## config.mk

```make
export PLATFORM = sky130hd
export DESIGN_NAME = bus_slave_mult
export DESIGN_NICKNAME = d
export VERILOG_FILES = /design/src/rtl/sdsu_bus_pkg.sv /design/src/rtl/mult_seq_core.sv /design/src/rtl/bus_slave_mult.sv
export SDC_FILE = /design/constraint.sdc
export NUM_CORES = 1
export LEC_CHECK = 0
export ABC_AREA = 0
export CORE_UTILIZATION = 35
export CTS_CLUSTER_DIAMETER = 80
export DETAILED_ROUTE_END_ITERATION = 8
export PLACE_DENSITY = 0.55
export SYNTH_ARGS = -nofsm -noshare
export SYNTH_HDL_FRONTEND = slang
export SYNTH_SLANG_ARGS = --single-unit
```

## constraint.sdc

```tcl
create_clock -name clk -period 4.1 [get_ports clk]
set_input_delay 0.41 -clock clk [delete_from_list [all_inputs] [get_ports clk]]
set_output_delay 0.41 -clock clk [all_outputs]
set_load 0.03 [all_outputs]
```

## src/rtl/sdsu_bus_pkg.sv

```systemverilog
// Shared constants and types for the bus-slave multiplier: register map,
// command bit position and the slave FSM state encoding.
package sdsu_bus_pkg;

  localparam int DATA_W_DFLT = 32;

  localparam logic [31:0] ADDR_CMD  = 32'd0;
  localparam logic [31:0] ADDR_OP_A = 32'd1;
  localparam logic [31:0] ADDR_OP_B = 32'd2;

  localparam int CMD_START_BIT = 0;

  typedef enum logic [1:0] {
    IDLE,
    BUSY,
    DONE
  } slave_state_t;

endpackage

```

## src/rtl/mult_seq_core.sv

```systemverilog
// Fixed-latency sequential shift-add multiplier with its iteration counter.
// Build option MULT_RADIX4_EN retires two multiplier bits per step instead of one.
module mult_seq_core
  import sdsu_bus_pkg::*;
#(
  parameter int DATA_W = DATA_W_DFLT,
  parameter int STEPS  = DATA_W
) (
  input  logic              clk,
  input  logic              rst,
  input  logic              load,
  input  logic              run,
  input  logic [DATA_W-1:0] a,
  input  logic [DATA_W-1:0] b,
  output logic              done,
  output logic [DATA_W-1:0] product
);

  localparam int CNT_W = $clog2(STEPS + 1);

  logic [DATA_W-1:0] mcand, mplier, acc, acc_nxt, pp;
  logic [CNT_W-1:0]  cnt;

`ifdef MULT_RADIX4_EN
  localparam int SH = 2;
  always_comb begin
    unique case (mplier[1:0])
      2'd0:    pp = '0;
      2'd1:    pp = mcand;
      2'd2:    pp = mcand << 1;
      default: pp = (mcand << 1) + mcand;
    endcase
  end
`else
  localparam int SH = 1;
  assign pp = mplier[0] ? mcand : '0;
`endif

  assign acc_nxt = acc + pp;
  // done flags the final step so the caller can capture acc_nxt on the same edge
  assign done    = run && (cnt == CNT_W'(STEPS - 1));
  assign product = acc_nxt;

  always_ff @(posedge clk) begin
    if (rst) begin
      mcand  <= '0;
      mplier <= '0;
      acc    <= '0;
      cnt    <= '0;
    end else if (load) begin
      mcand  <= a;
      mplier <= b;
      acc    <= '0;
      cnt    <= '0;
    end else if (run) begin
      acc    <= acc_nxt;
      mcand  <= mcand << SH;
      mplier <= mplier >> SH;
      cnt    <= cnt + 1'b1;
    end
  end

endmodule

```

## src/rtl/bus_slave_mult.sv

```systemverilog
// Bus slave: decodes master writes into OP_A/OP_B/CMD and sequences one multiply
// per start command. Latency halves when built with MULT_RADIX4_EN.
module bus_slave_mult
  import sdsu_bus_pkg::*;
#(
  parameter int DATA_W = DATA_W_DFLT,
  parameter int ITERS  = DATA_W
) (
  input  logic              clk,
  input  logic              rst,
  input  logic              valid,
  input  logic              exec,
  input  logic              write,
  input  logic [31:0]       address,
  input  logic [DATA_W-1:0] data,
  input  logic              start,
  output logic              ready,
  output logic [DATA_W-1:0] result_data
);

`ifdef MULT_RADIX4_EN
  localparam int STEPS = ITERS / 2;
`else
  localparam int STEPS = ITERS;
`endif

  slave_state_t      state, nxt;
  logic [DATA_W-1:0] op_a, op_b, product;
  logic              wr, start_cmd, load, core_done;

  assign wr        = valid & exec & write;
  assign start_cmd = wr && (address == ADDR_CMD) && data[CMD_START_BIT] && start;

  mult_seq_core #(
    .DATA_W (DATA_W),
    .STEPS  (STEPS)
  ) u_core (
    .clk     (clk),
    .rst     (rst),
    .load    (load),
    .run     (state == BUSY),
    .a       (op_a),
    .b       (op_b),
    .done    (core_done),
    .product (product)
  );

  always_ff @(posedge clk) begin
    if (rst) state <= IDLE;
    else     state <= nxt;
  end

  // A start while BUSY is dropped; DONE accepts one for back-to-back runs
  always_comb begin
    nxt  = state;
    load = 1'b0;
    unique case (state)
      IDLE: if (start_cmd) begin
        load = 1'b1;
        nxt  = BUSY;
      end
      BUSY: if (core_done) nxt = DONE;
      DONE: begin
        nxt = IDLE;
        if (start_cmd) begin
          load = 1'b1;
          nxt  = BUSY;
        end
      end
      default: nxt = IDLE;
    endcase
  end

  always_ff @(posedge clk) begin
    if (rst) begin
      ready       <= 1'b0;
      result_data <= '0;
      op_a        <= '0;
      op_b        <= '0;
    end else begin
      ready <= (state == BUSY) && core_done;
      if ((state == BUSY) && core_done) result_data <= product;
      if (wr && (address == ADDR_OP_A)) op_a <= data;
      if (wr && (address == ADDR_OP_B)) op_b <= data;
    end
  end

endmodule

```

==> results.sh, run 1 <==
export IMPL_final_max_slew_viol_count=0
export IMPL_clk_transition_reported_paths_ns=0.06
export IMPL_leakage_uw=0.00414
export IMPL_crit_reg2reg_capture="result_data[26]$_SDFFE_PP0P_"
export IMPL_timing_final_setup_violations=0
export IMPL_crit_chain="buf_4 -> and2_1 -> ha_1 -> a21oi_1 -> o21ai_0 -> a32oi_1 -> nand3_1 -> a2111oi_2 -> a21oi_1 -> a211oi_1"
export IMPL_detail_route_iter0_violations=437
export IMPL_area_growth_synth_to_final_pct=20.3
export IMPL_yosys_mux_area_fraction_pct=0.430
export IMPL_worst_ep_arrival_time_ns=3.70
export IMPL_resize_count_post_cts=0
export IMPL_worst_r2r_setup_slack_ns=0.84
export IMPL_timing_reg2reg_worst_path_depth=10
export IMPL_n_antenna_cell=0
export IMPL_syn_area_per_cell_um2=7.63
export IMPL_first_global_vias=8016
export IMPL_drc=0
export IMPL_worst_setup_path_type="reg -> reg"
export IMPL_port_buffers=102
export IMPL_full_die_area_mm2=0.0281
export IMPL_r2r_start="u_core.mplier[0]$_SDFFE_PP0P_"
export IMPL_initial_utilization_pct=35.6
export IMPL_timing_hold_violations_final=0
export IMPL_grt_start_max_net_pins=89
export IMPL_fin_hold_ws_ns=0.440
export IMPL_register_area_mm2=0.00402
export IMPL_critPathBufInv=1
export IMPL_gate_count_post_synth=1259
export IMPL_dpl_hpwl_mm=17.3
export IMPL_post_synth_top_count_cell="sky130_fd_sc_hd__nand2_1"
export IMPL_crit_path_max_fanout=14
export IMPL_worst_hold_path_endpoint="u_core.acc[22]$_SDFFE_PP0P_"
export IMPL_place_ws_ns=0.833
export IMPL_max_slew_margin_pct=25.3
export IMPL_post_cts_buffers=0
export IMPL_wire_length_of_the_first_global_routing_pass_mm=41.9
export IMPL_worst_ep_required_time_ns=4.54
export IMPL_cp_slowest_cell="sky130_fd_sc_hd__dfxtp_1"
export IMPL_biggest_area_contributors_in_the_synthesized_netlist="sky130_fd_sc_hd__dfxtp_1 42%, sky130_fd_sc_hd__nand2_1 13%, sky130_fd_sc_hd__a21oi_1 9.1%"
export IMPL_cap_violations=0
export IMPL_synth_warnings=0
export IMPL_post_synth_most_frequent_cells="337 x sky130_fd_sc_hd__nand2_1, 201 x sky130_fd_sc_hd__dfxtp_1, 174 x sky130_fd_sc_hd__a21oi_1, 69 x sky130_fd_sc_hd__clkbuf_1, 69 x sky130_fd_sc_hd__nor2_1"
export IMPL_power_ir_vdd_worst_mv=0.337
export IMPL_yosys_area_share_adder_pct=4.38
export IMPL_hp_start="rst"
export IMPL_wl_per_cell_um=15.2
export IMPL_fin_worst_skew_ns=0.00852
export IMPL_vias=8620
export IMPL_rows=60
export IMPL_synth_area_mm2=0.00961
export IMPL_post_route_period_util_pct=79.5
export IMPL_setup_repair_after_global_routing_missed_its_margin="no"
export IMPL_cts_tree="built"
export IMPL_detail_route_antenna_nets=0
export IMPL_floorplan_core_area_mm2=0.0270
export IMPL_route_final_wire_length_mm=25.3
export IMPL_crit_path_frequent_cell="sky130_fd_sc_hd__a21oi_1"
export IMPL_cts_root_to_sink_buffers=3
export IMPL_overflow=0
export IMPL_synthDominantCellAreaShare_pct=41.9
export IMPL_synth_sequential_area_ratio_pct=41.9
export IMPL_synth_main_ff_cell="sky130_fd_sc_hd__dfxtp_1"
export IMPL_worst_slew_pin_slew_ns=1.12
export IMPL_yosysUniqueCellTypes=64
export IMPL_synthXorXnorAreaFrac_pct=2.55
export IMPL_fillerInstances=2770
export IMPL_synth_top_family_by_area="simple AND/OR/NAND/NOR gates"
export IMPL_post_synthesis_compound_gate_area_fraction_pct=20.8
export IMPL_critical_path_startpoint_type="flop"
export IMPL_synth_nets=1362
export IMPL_clock_sinks=201
export IMPL_outcome="finished, final reports clean"
export IMPL_drtPass1Iterations=5
export IMPL_clock_insertion_delay_worst_skew_ns=0.53
export IMPL_synth_enable_flop_cells=0
export IMPL_critical_path_max_stage_delay_ns=0.52
export IMPL_final_critical_path_setup_slack_ns=0.840
export IMPL_min_delay_path_class="in -> reg"
export IMPL_grtUsageTotal_pct=18.0
export IMPL_multiInputGateArea_mm2=0.00520
export IMPL_synth_async_sr_flop_share_pct=0
export IMPL_chipWidth_um=168
export IMPL_cts_htree_levels=1
export IMPL_antenna_violations_before_repair=0
export IMPL_cts_hold_buf=0
export IMPL_max_clock_freq_mhz=307
export IMPL_setup_tns_final_ns=0
export IMPL_dominant_delay_contributor_by_cell_family_on_the_critical_path="compound AO/OA/AOI/OAI gates"
export IMPL_design_portCount=103
export IMPL_worstSetupEndpointType="flop"
export IMPL_cellPowerDensity_mw_per_mm2=352
export IMPL_cts_root_buffer_cell="sky130_fd_sc_hd__clkbuf_16"
export IMPL_cts_buffers_inserted=23
export IMPL_synth_seq_cells=201
export IMPL_vias_per_cell=5.16
export IMPL_synth_top_area_cell="sky130_fd_sc_hd__dfxtp_1"
export IMPL_hold_path_cell_count=4
export IMPL_drive_above_1_share_pct=5.19
export IMPL_gp_routability_congestion=0.920
export IMPL_finalWorstPathRequiredPeriod_ns=3.26
export IMPL_die_h_um=168
export IMPL_synth_simple_gate_area_share_pct=25.7
export IMPL_finish_utilization_pct=42.9
export IMPL_final_nets=1415
==> layout make-up <==
| class | count | share of cell area [%] |
|---|---|---|
| inverters | 5 | 0.162 |
| flip-flops and latches | 201 | 34.8 |
| multi-input cells | 962 | 45.0 |
| clock inverters | 4 | 0.303 |
| repair buffers | 119 | 9.92 |
| clock buffers | 38 | 6.08 |
| well taps | 341 | 3.69 |
==> flip-flops by register name, summed over array words and instances, names as in the netlist, 2 cells and up <==
name           flops
op_b              32
u_core.cnt         6
u_core.mplier     32
u_core.mcand      32
state              2
u_core.acc        32
op_a              32
result_data       32
==> per-layer routing <==
layer	vias to the layer above	global-route usage, %	wire, um
li1	4473	-	-
met1	3944	26.0	12900
met2	169	28.0	10800
met3	34	2.77	1070
met4	0	4.03	468
met5	-	0	0
==> per-stage QoR <==
stage	power, uW	cells	area, um^2
after floorplan	2030	1259	9610
after global placement	2120	1628	10800
after detailed placement	2120	1628	10800
after CTS	4120	1670	11600
after global routing	4210	1670	11600
final	4060	1670	11600
==> report_power, final <==
group          total, uW  internal, uW  switching, uW
clock network       1990          1170            818
registers           1950          1950   0.0000000177
logic                121          64.4           56.7
total               4060          3190            875
==> placed cells by master (no fill, tap or decap), types with 3 or more instances in the layout <==
master                            synthesis  routed
sky130_fd_sc_hd__nand2_1                337     337
sky130_fd_sc_hd__dfxtp_1                201     201
sky130_fd_sc_hd__a21oi_1                174     174
sky130_fd_sc_hd__clkdlybuf4s50_1          0     101
sky130_fd_sc_hd__nor2_1                  69      68
sky130_fd_sc_hd__o21ai_0                 61      61
sky130_fd_sc_hd__nand3_1                 48      48
sky130_fd_sc_hd__and2_1                  32      32
sky130_fd_sc_hd__a22oi_1                 32      32
sky130_fd_sc_hd__ha_1                    32      32
sky130_fd_sc_hd__clkbuf_16                0      23
sky130_fd_sc_hd__a211oi_1                18      18
sky130_fd_sc_hd__buf_4                    1      18
sky130_fd_sc_hd__xor2_1                  16      16
sky130_fd_sc_hd__nand4_1                 16      16
sky130_fd_sc_hd__nor3_1                  14      13
sky130_fd_sc_hd__xnor2_1                 12      12
sky130_fd_sc_hd__nor4_1                   8       8
sky130_fd_sc_hd__clkbuf_1                69       8
sky130_fd_sc_hd__or3_1                    7       7
sky130_fd_sc_hd__o21a_1                   7       7
sky130_fd_sc_hd__o211ai_1                 7       7
sky130_fd_sc_hd__a21o_1                   7       7
sky130_fd_sc_hd__clkbuf_8                 0       7
sky130_fd_sc_hd__nand3b_1                 5       5
sky130_fd_sc_hd__inv_1                    5       5
sky130_fd_sc_hd__o21bai_1                 4       4
sky130_fd_sc_hd__or4_1                    4       4
sky130_fd_sc_hd__a31oi_1                  4       4
sky130_fd_sc_hd__mux2i_1                  3       3
sky130_fd_sc_hd__o31ai_1                  3       3
sky130_fd_sc_hd__clkinv_2                 0       3
==> cells by family after synthesis <==
| logic type | count (synthesis) |
|---|---|
| and+or+nand+nor | 560 |
| AOI/OAI and AO/OA | 337 |
| DFF | 201 |
| buffers and inverters | 96 |
| adders and majority gates | 33 |
| xor gates and xnor gates | 28 |
| muxes | 4 |
==> worst reg2reg max path, cell delays in order, from the launching register on <==
cell and delay, ns:
sky130_fd_sc_hd__dfxtp_1 0.52, sky130_fd_sc_hd__buf_4 0.24, sky130_fd_sc_hd__and2_1 0.19, sky130_fd_sc_hd__ha_1 0.32
sky130_fd_sc_hd__a21oi_1 0.26, sky130_fd_sc_hd__o21ai_0 0.20, sky130_fd_sc_hd__a32oi_1 0.44, sky130_fd_sc_hd__nand3_1 0.24
sky130_fd_sc_hd__a2111oi_2 0.47, sky130_fd_sc_hd__a21oi_1 0.09, sky130_fd_sc_hd__a211oi_1 0.20
==> worst max path at each step <==
stage | endpoint | depth (start not counted) | from
after floorplan | result_data[26]$_SDFFE_PP0P_ | 11 | u_core.mplier[0]$_SDFFE_PP0P_
after detailed placement | u_core.acc[30]$_SDFFE_PP0P_ | 11 | u_core.mplier[0]$_SDFFE_PP0P_
final | result_data[26]$_SDFFE_PP0P_ | 10 | u_core.mplier[0]$_SDFFE_PP0P_
after global placement | op_a[7]$_SDFFE_PP0P_ | 7 | valid
after CTS | u_core.acc[30]$_SDFFE_PP0P_ | 11 | u_core.mplier[0]$_SDFFE_PP0P_
after global routing | result_data[26]$_SDFFE_PP0P_ | 10 | u_core.mplier[0]$_SDFFE_PP0P_
No activity file was read; power rests on OpenSTA's default activity.
==> run 2: changes to the inputs <==
PLACE_DENSITY = 0.57   (was 0.55)
clock period = 2.9 ns   (was 4.1 ns; I/O delays follow)
==> run 2 against run 1 <==
Effect of this change: final cell count grew 3.7%; clock skew is essentially flat; clock power rose by 42%; sequential cell count stayed put; sequential power up 42%; setup slack lost 0.73 ns; sequential share of layout area fell by 1.9 points; global-route usage increased by 0.83 points; design area is 5.8% higher; critical path depth unchanged; critical path type unchanged.
==> results.sh, run 2 (synthesis results as in run 1) <==
export IMPL_cts_tree="built"
export IMPL_max_clock_freq_mhz=358
export IMPL_placed_area_mm2=0.0113
export IMPL_final_instance_count_excl_fill=1732
export IMPL_drc=0
export IMPL_first_global_vias=8464
export IMPL_n_antenna_cell=0
export IMPL_cap_violations=0
export IMPL_worst_slew_pin_slew_ns=0.929
export IMPL_drtPass1Iterations=7
export IMPL_port_buffers=102
export IMPL_worst_ep_required_time_ns=3.35
export IMPL_final_critical_path_setup_slack_ns=0.109
export IMPL_gp_routability_congestion=0.909
export IMPL_power_ir_vdd_worst_mv=0.322
export IMPL_worstSetupEndpointType="flop"
export IMPL_overflow=0
export IMPL_final_max_slew_viol_count=0
export IMPL_layout_common_cells="337 x sky130_fd_sc_hd__nand2_1, 200 x sky130_fd_sc_hd__dfxtp_1, 173 x sky130_fd_sc_hd__a21oi_1"
export IMPL_fillerInstances=2759
export IMPL_vias=8983
export IMPL_route_final_wire_length_mm=26.8
export IMPL_clk_transition_reported_paths_ns=0.06
export IMPL_fin_hold_ws_ns=0.220
export IMPL_drive_above_1_share_pct=10.7
export IMPL_finalWorstPathRequiredPeriod_ns=2.79
export IMPL_min_delay_path_class="in -> reg"
export IMPL_crit_path_max_fanout=18
export IMPL_cts_root_to_sink_buffers=3
export IMPL_timing_hold_violations_final=0
export IMPL_cts_hold_buf=0
export IMPL_fin_worst_skew_ns=0.00884
export IMPL_cts_htree_levels=1
export IMPL_detail_route_antenna_nets=0
export IMPL_detail_route_iter0_violations=643
export IMPL_power_frac_clock_pct=49.0
export IMPL_wl_per_cell_um=15.5
export IMPL_area_growth_synth_to_final_pct=27.2
export IMPL_critical_path_startpoint_type="flop"
export IMPL_leakage_uw=0.00451
export IMPL_timing_final_setup_violations=0
export IMPL_die_h_um=168
export IMPL_full_die_area_mm2=0.0281
export IMPL_clock_insertion_delay_worst_skew_ns=0.50
export IMPL_grt_use_met2_pct=29.5
export IMPL_cellPowerDensity_mw_per_mm2=471
export IMPL_net_switching_power_uw=1210
export IMPL_design_portCount=103
export IMPL_worst_ep_arrival_time_ns=3.24
export IMPL_commonest_non_fill_non_tap_cell_in_the_layout="sky130_fd_sc_hd__nand2_1"
export IMPL_netSwitchingFraction_pct=21.0
export IMPL_cts_buffers_inserted=23
export IMPL_initial_utilization_pct=35.6
export IMPL_rows=60
export IMPL_max_slew_margin_pct=37.8
export IMPL_dpl_hpwl_mm=18.7
export IMPL_dominant_delay_contributor_by_cell_family_on_the_critical_path="compound AO/OA/AOI/OAI gates"
export IMPL_grtUsageTotal_pct=18.8
export IMPL_worst_setup_path_type="reg -> reg"
export IMPL_outcome="finished, final reports clean"
export IMPL_critical_path_max_stage_delay_ns=0.50
export IMPL_final_nets=1478
export IMPL_wire_length_of_the_first_global_routing_pass_mm=43.6
export IMPL_p_comb_share_pct=3.1
export IMPL_vias_per_cell=5.19
export IMPL_design_area_mm2=0.0122
export IMPL_grtUsageMet3_pct=2.51
export IMPL_global_route_track_usage_on_met1_pct=27.1
export IMPL_floorplan_core_area_mm2=0.0270
export IMPL_critPathBufInv=1
export IMPL_clock_sinks=201
export IMPL_cts_root_buffer_cell="sky130_fd_sc_hd__clkbuf_16"
export IMPL_power_sequential_fraction_pct=47.9
export IMPL_cp_slowest_cell="sky130_fd_sc_hd__o41ai_4"
export IMPL_post_place_cells=1689
export IMPL_grt_start_max_net_pins=86
export IMPL_intPower_uw=4550
export IMPL_top_usage_layer="met2"
export IMPL_totalPowerFinal_uw=5760
export IMPL_antenna_violations_before_repair=0
export IMPL_setup_repair_after_global_routing_missed_its_margin="yes"
export IMPL_crit_chain="and2_1 -> ha_1 -> o211ai_1 -> o211ai_2 -> nand2_1 -> o41ai_4 -> a21oi_2 -> buf_4 -> or4_1 -> nand3_1"
export IMPL_post_route_period_util_pct=96.3
export IMPL_chipWidth_um=168
export IMPL_place_ws_ns=-0.193
[run 2: layout make-up]
class	count	area (um^2)	area share, %
Clock inverter	6	57.6	0.471
Inverter	5	18.8	0.154
Clock buffer	35	681	5.57
Timing Repair Buffer	182	1690	13.9
Tap cell	341	427	3.49
Sequential cell	201	4030	33.0
Multi-Input combinational cell	962	5320	43.5
[run 2: worst paths after layout]
path | end | startpoint | slack [ns] | depth (start not counted)
worst max register to register | result_data[21]$_SDFFE_PP0P_ | u_core.mplier[0]$_SDFFE_PP0P_ | 0.11 | 10
worst max-delay path | result_data[21]$_SDFFE_PP0P_ | u_core.mplier[0]$_SDFFE_PP0P_ | 0.11 | 10
worst min register to register | op_b[16]$_SDFFE_PP0P_ | op_b[16]$_SDFFE_PP0P_ | 0.45 | 2
worst min-delay path | result_data[23]$_SDFFE_PP0P_ | rst | 0.22 | 2
[run 2: layer usage]
metal  routed length [um]  part of all wire [%]
met2                11600                    43
met4                  422                   1.6
met5                    0                     0
met3                 1410                   5.2
met1                13400                    50
[run 2: metrics by stage]
| stage | utilization (%) | setup TNS, ns |
|---|---|---|
| floorplan | - | 0 |
| global placement | 42.1 | -0.862 |
| detailed placement | 42.1 | -1.45 |
| CTS | 44.9 | 0 |
| global route | 45.4 | -0.0690 |
| finish | 45.4 | 0 |
[run 2: power groups by stage]
stage | combinational [uW] | sequential [uW] | clock (uW)
finish | 177 | 2760 | 2820
detailed placement | 177 | 2820 | 0
floorplan | 49.0 | 2820 | 0
CTS | 178 | 2760 | 2910
global placement | 178 | 2820 | 0
global route | 188 | 2760 | 3030
[run 2: repair_timing]
| item | in CTS | in global routing |
|---|---|---|
| endpoints found under the hold margin | 0 | 0 |
| setup endpoints to repair | 21 | 29 |
| buffers inserted | 0 | 2 |
| pin swaps | 0 | 5 |
| resized for setup | 6 | 19 |
==> run 3: changes to the inputs <==
PLACE_DENSITY = 0.56   (was 0.57)
SYNTH_HIERARCHICAL = 1   (was not set)
==> run 3 against run 2 <==
Effect of this change: routed wire length is 6.9% lower; sequential share of layout area is 1.3 points lower; global-route usage is 2.7 points lower; fmax is 1.3% higher; critical endpoint is now u_core/acc[17]$_SDFFE_PP0P_.
==> results.sh, run 3 <==
export IMPL_worstSetupEndpointType="flop"
export IMPL_post_route_period_util_pct=95.0
export IMPL_yosys_mux_area_fraction_pct=13.7
export IMPL_timing_hold_violations_final=0
export IMPL_cellPowerDensity_mw_per_mm2=456
export IMPL_cap_violations=0
export IMPL_synth_area_mm2=0.0104
export IMPL_worst_hold_path_endpoint="result_data[11]$_SDFFE_PP0P_"
export IMPL_first_global_vias=7740
export IMPL_leakage_uw=0.00497
export IMPL_max_clock_freq_mhz=363
export IMPL_floorplan_core_area_mm2=0.0289
export IMPL_grt_start_max_net_pins=187
export IMPL_antenna_violations_before_repair=0
export IMPL_full_die_area_mm2=0.0304
export IMPL_post_synthesis_compound_gate_area_fraction_pct=13.5
export IMPL_synth_enable_flop_cells=0
export IMPL_cts_root_buffer_cell="sky130_fd_sc_hd__clkbuf_16"
export IMPL_hp_start="rst"
export IMPL_layout_common_cells="201 x sky130_fd_sc_hd__dfxtp_1, 170 x sky130_fd_sc_hd__nor2_1, 142 x sky130_fd_sc_hd__mux2i_1"
export IMPL_grtUsageTotal_pct=16.1
export IMPL_setup_repair_after_global_routing_missed_its_margin="yes"
export IMPL_drive_above_1_share_pct=8.82
export IMPL_area_growth_synth_to_final_pct=22.4
export IMPL_synth_async_sr_flop_share_pct=0
export IMPL_syn_area_per_cell_um2=8.55
export IMPL_design_area_mm2=0.0127
export IMPL_worst_slew_pin_slew_ns=0.856
export IMPL_hold_path_cell_count=2
export IMPL_final_instance_count_excl_fill=1699
export IMPL_synth_main_ff_cell="sky130_fd_sc_hd__dfxtp_1"
export IMPL_clk_transition_reported_paths_ns=0.06
export IMPL_design_portCount=103
export IMPL_gate_count_post_synth=1215
export IMPL_global_route_track_usage_on_met1_pct=24.9
export IMPL_min_delay_path_class="in -> reg"
export IMPL_cts_buffers_inserted=23
export IMPL_cts_hold_buf=0
export IMPL_placed_area_mm2=0.0119
export IMPL_clock_insertion_delay_worst_skew_ns=0.53
export IMPL_power_ir_vdd_worst_mv=0.383
export IMPL_synth_seq_cells=201
export IMPL_final_nets=1404
export IMPL_outcome="finished, final reports clean"
export IMPL_place_ws_ns=0.0860
export IMPL_grt_use_met2_pct=23.0
export IMPL_yosysUniqueCellTypes=63
export IMPL_clock_sinks=201
export IMPL_synthXorXnorAreaFrac_pct=2.78
export IMPL_port_buffers=102
export IMPL_timing_reg2reg_worst_path_depth=10
export IMPL_max_slew_margin_pct=42.7
export IMPL_die_h_um=174
export IMPL_cts_root_to_sink_buffers=3
export IMPL_biggest_area_contributors_in_the_synthesized_netlist="sky130_fd_sc_hd__dfxtp_1 39%, sky130_fd_sc_hd__mux2i_1 14%, sky130_fd_sc_hd__a21oi_1 6.4%"
export IMPL_rows=62
export IMPL_timing_final_setup_violations=0
export IMPL_post_synth_most_frequent_cells="201 x sky130_fd_sc_hd__dfxtp_1, 171 x sky130_fd_sc_hd__nor2_1, 142 x sky130_fd_sc_hd__mux2i_1, 132 x sky130_fd_sc_hd__a21oi_1, 98 x sky130_fd_sc_hd__nand2b_1"
export IMPL_n_antenna_cell=0
export IMPL_critical_path_startpoint_type="flop"
export IMPL_yosys_area_share_adder_pct=4.05
export IMPL_gp_routability_congestion=0.907
export IMPL_wl_per_cell_um=14.7
export IMPL_final_critical_path_setup_slack_ns=0.145
export IMPL_worst_r2r_setup_slack_ns=0.15
export IMPL_detail_route_antenna_nets=0
export IMPL_initial_utilization_pct=35.9
export IMPL_fin_worst_skew_ns=0.00781
export IMPL_commonest_non_fill_non_tap_cell_in_the_layout="sky130_fd_sc_hd__dfxtp_1"
export IMPL_final_max_slew_viol_count=0
export IMPL_worst_setup_path_type="reg -> reg"
export IMPL_crit_reg2reg_capture="u_core/acc[17]$_SDFFE_PP0P_"
export IMPL_synth_sequential_area_ratio_pct=38.7
export IMPL_r2r_start="u_core/mplier[0]$_SDFFE_PP0P_"
export IMPL_drtPass1Iterations=5
export IMPL_synth_top_area_cell="sky130_fd_sc_hd__dfxtp_1"
export IMPL_dpl_hpwl_mm=17.4
export IMPL_route_final_wire_length_mm=24.9
export IMPL_synth_nets=1318
export IMPL_synth_top_family_by_area="simple AND/OR/NAND/NOR gates"
export IMPL_chipWidth_um=174
export IMPL_drc=0
export IMPL_detail_route_iter0_violations=510
export IMPL_post_synth_top_count_cell="sky130_fd_sc_hd__dfxtp_1"
export IMPL_wire_length_of_the_first_global_routing_pass_mm=40.7
export IMPL_synth_simple_gate_area_share_pct=23.1
export IMPL_cts_htree_levels=1
export IMPL_worst_ep_required_time_ns=3.31
export IMPL_synth_warnings=6
export IMPL_top_usage_layer="met1"
export IMPL_finalWorstPathRequiredPeriod_ns=2.75
export IMPL_synthDominantCellAreaShare_pct=38.7
export IMPL_crit_path_max_fanout=28
export IMPL_worst_ep_arrival_time_ns=3.17
export IMPL_vias=8358
export IMPL_grtUsageMet3_pct=2.38
export IMPL_overflow=0
export IMPL_vias_per_cell=4.92
export IMPL_cts_tree="built"
export IMPL_post_place_cells=1660
export IMPL_totalPowerFinal_uw=5800
run 3: cell types whose count changed in the layout (fill, tap and decap cells not counted), sizes merged, moves of 40 or more:
cell / change
nor2: +102
nand2b: +97
a21oi: -40
mux2i: +139
nand2: -240
run 3: worst max-delay path by stage:
stage / startpoint / end / slack, ns / cells past startpoint
CTS: u_core/mplier[0]$_SDFFE_PP0P_ / result_data[26]$_SDFFE_PP0P_ / 0.08 / 12
global placement: address[13] / u_core/acc[30]$_SDFFE_PP0P_ / 0.11 / 10
finish: u_core/mplier[0]$_SDFFE_PP0P_ / u_core/acc[17]$_SDFFE_PP0P_ / 0.15 / 10
floorplan: u_core/mplier[0]$_SDFFE_PP0P_ / result_data[26]$_SDFFE_PP0P_ / 0.17 / 13
detailed placement: address[13] / u_core/acc[28]$_SDFFE_PP0P_ / 0.09 / 10
global route: u_core/mplier[0]$_SDFFE_PP0P_ / result_data[29]$_SDFFE_PP0P_ / -0.07 / 13
run 3: cell type report:
type	instances	area (um^2)
clock buffers	32	649
clock inverters	7	81.3
fillers	2844	16200
inverters	9	33.8
multi-input cells	918	6000
flip-flops and latches	201	4020
well taps	384	480
repair buffers	148	1440
run 3: what timing repair did:
action | CTS | global route
setup endpoints to repair | 0 | 13
buffers inserted | 0 | 0
gates resized for setup | 0 | 14
run 3: kinds of logic after synthesis:
kind of cell,after synthesis
AO/OA/AOI/OAI,228
XOR/XNOR,33
adder cells (fa/ha/maj),33
buffers and inverters,96
flip-flops,201
multiplexers,142
AND/OR/NAND/NOR,482
run 3: critical path, stage by stage, from the launching register on:
cell and delay [ns]:
sky130_fd_sc_hd__dfxtp_1 0.43, sky130_fd_sc_hd__buf_12 0.19, sky130_fd_sc_hd__and2_1 0.14, sky130_fd_sc_hd__ha_1 0.26
sky130_fd_sc_hd__a21oi_1 0.24, sky130_fd_sc_hd__o311ai_4 0.16, sky130_fd_sc_hd__a21boi_2 0.33, sky130_fd_sc_hd__o21bai_1 0.12
sky130_fd_sc_hd__a21oi_1 0.35, sky130_fd_sc_hd__nor4_1 0.09, sky130_fd_sc_hd__a311o_1 0.33
run 3: per-layer routing:
| metal | routed length, um | part of all wire (%) |
|---|---|---|
| met1 | 13300 | 54 |
| met2 | 10100 | 40 |
| met3 | 1110 | 4.5 |
| met4 | 391 | 1.6 |
| met5 | 0 | 0 |
run 3: where the power goes:
part	internal, uW	total (uW)	leakage, uW	switching, uW
clock network	1660	2830	0.000358	1170
registers	2760	2760	0.00162	0.0000000248
logic	118	211	0.00300	92.7
run 3: stage by stage:
step           util [%]  TNS, ns  hold WS, ns
2_1_floorplan         -        0        0.449
3_5_place_dp       41.2        0        0.448
6_report           43.9        0       0.0798
3_3_place_gp       41.2        0        0.445
5_1_grt            43.9   -0.116       0.0830
4_1_cts            43.7        0       0.0610
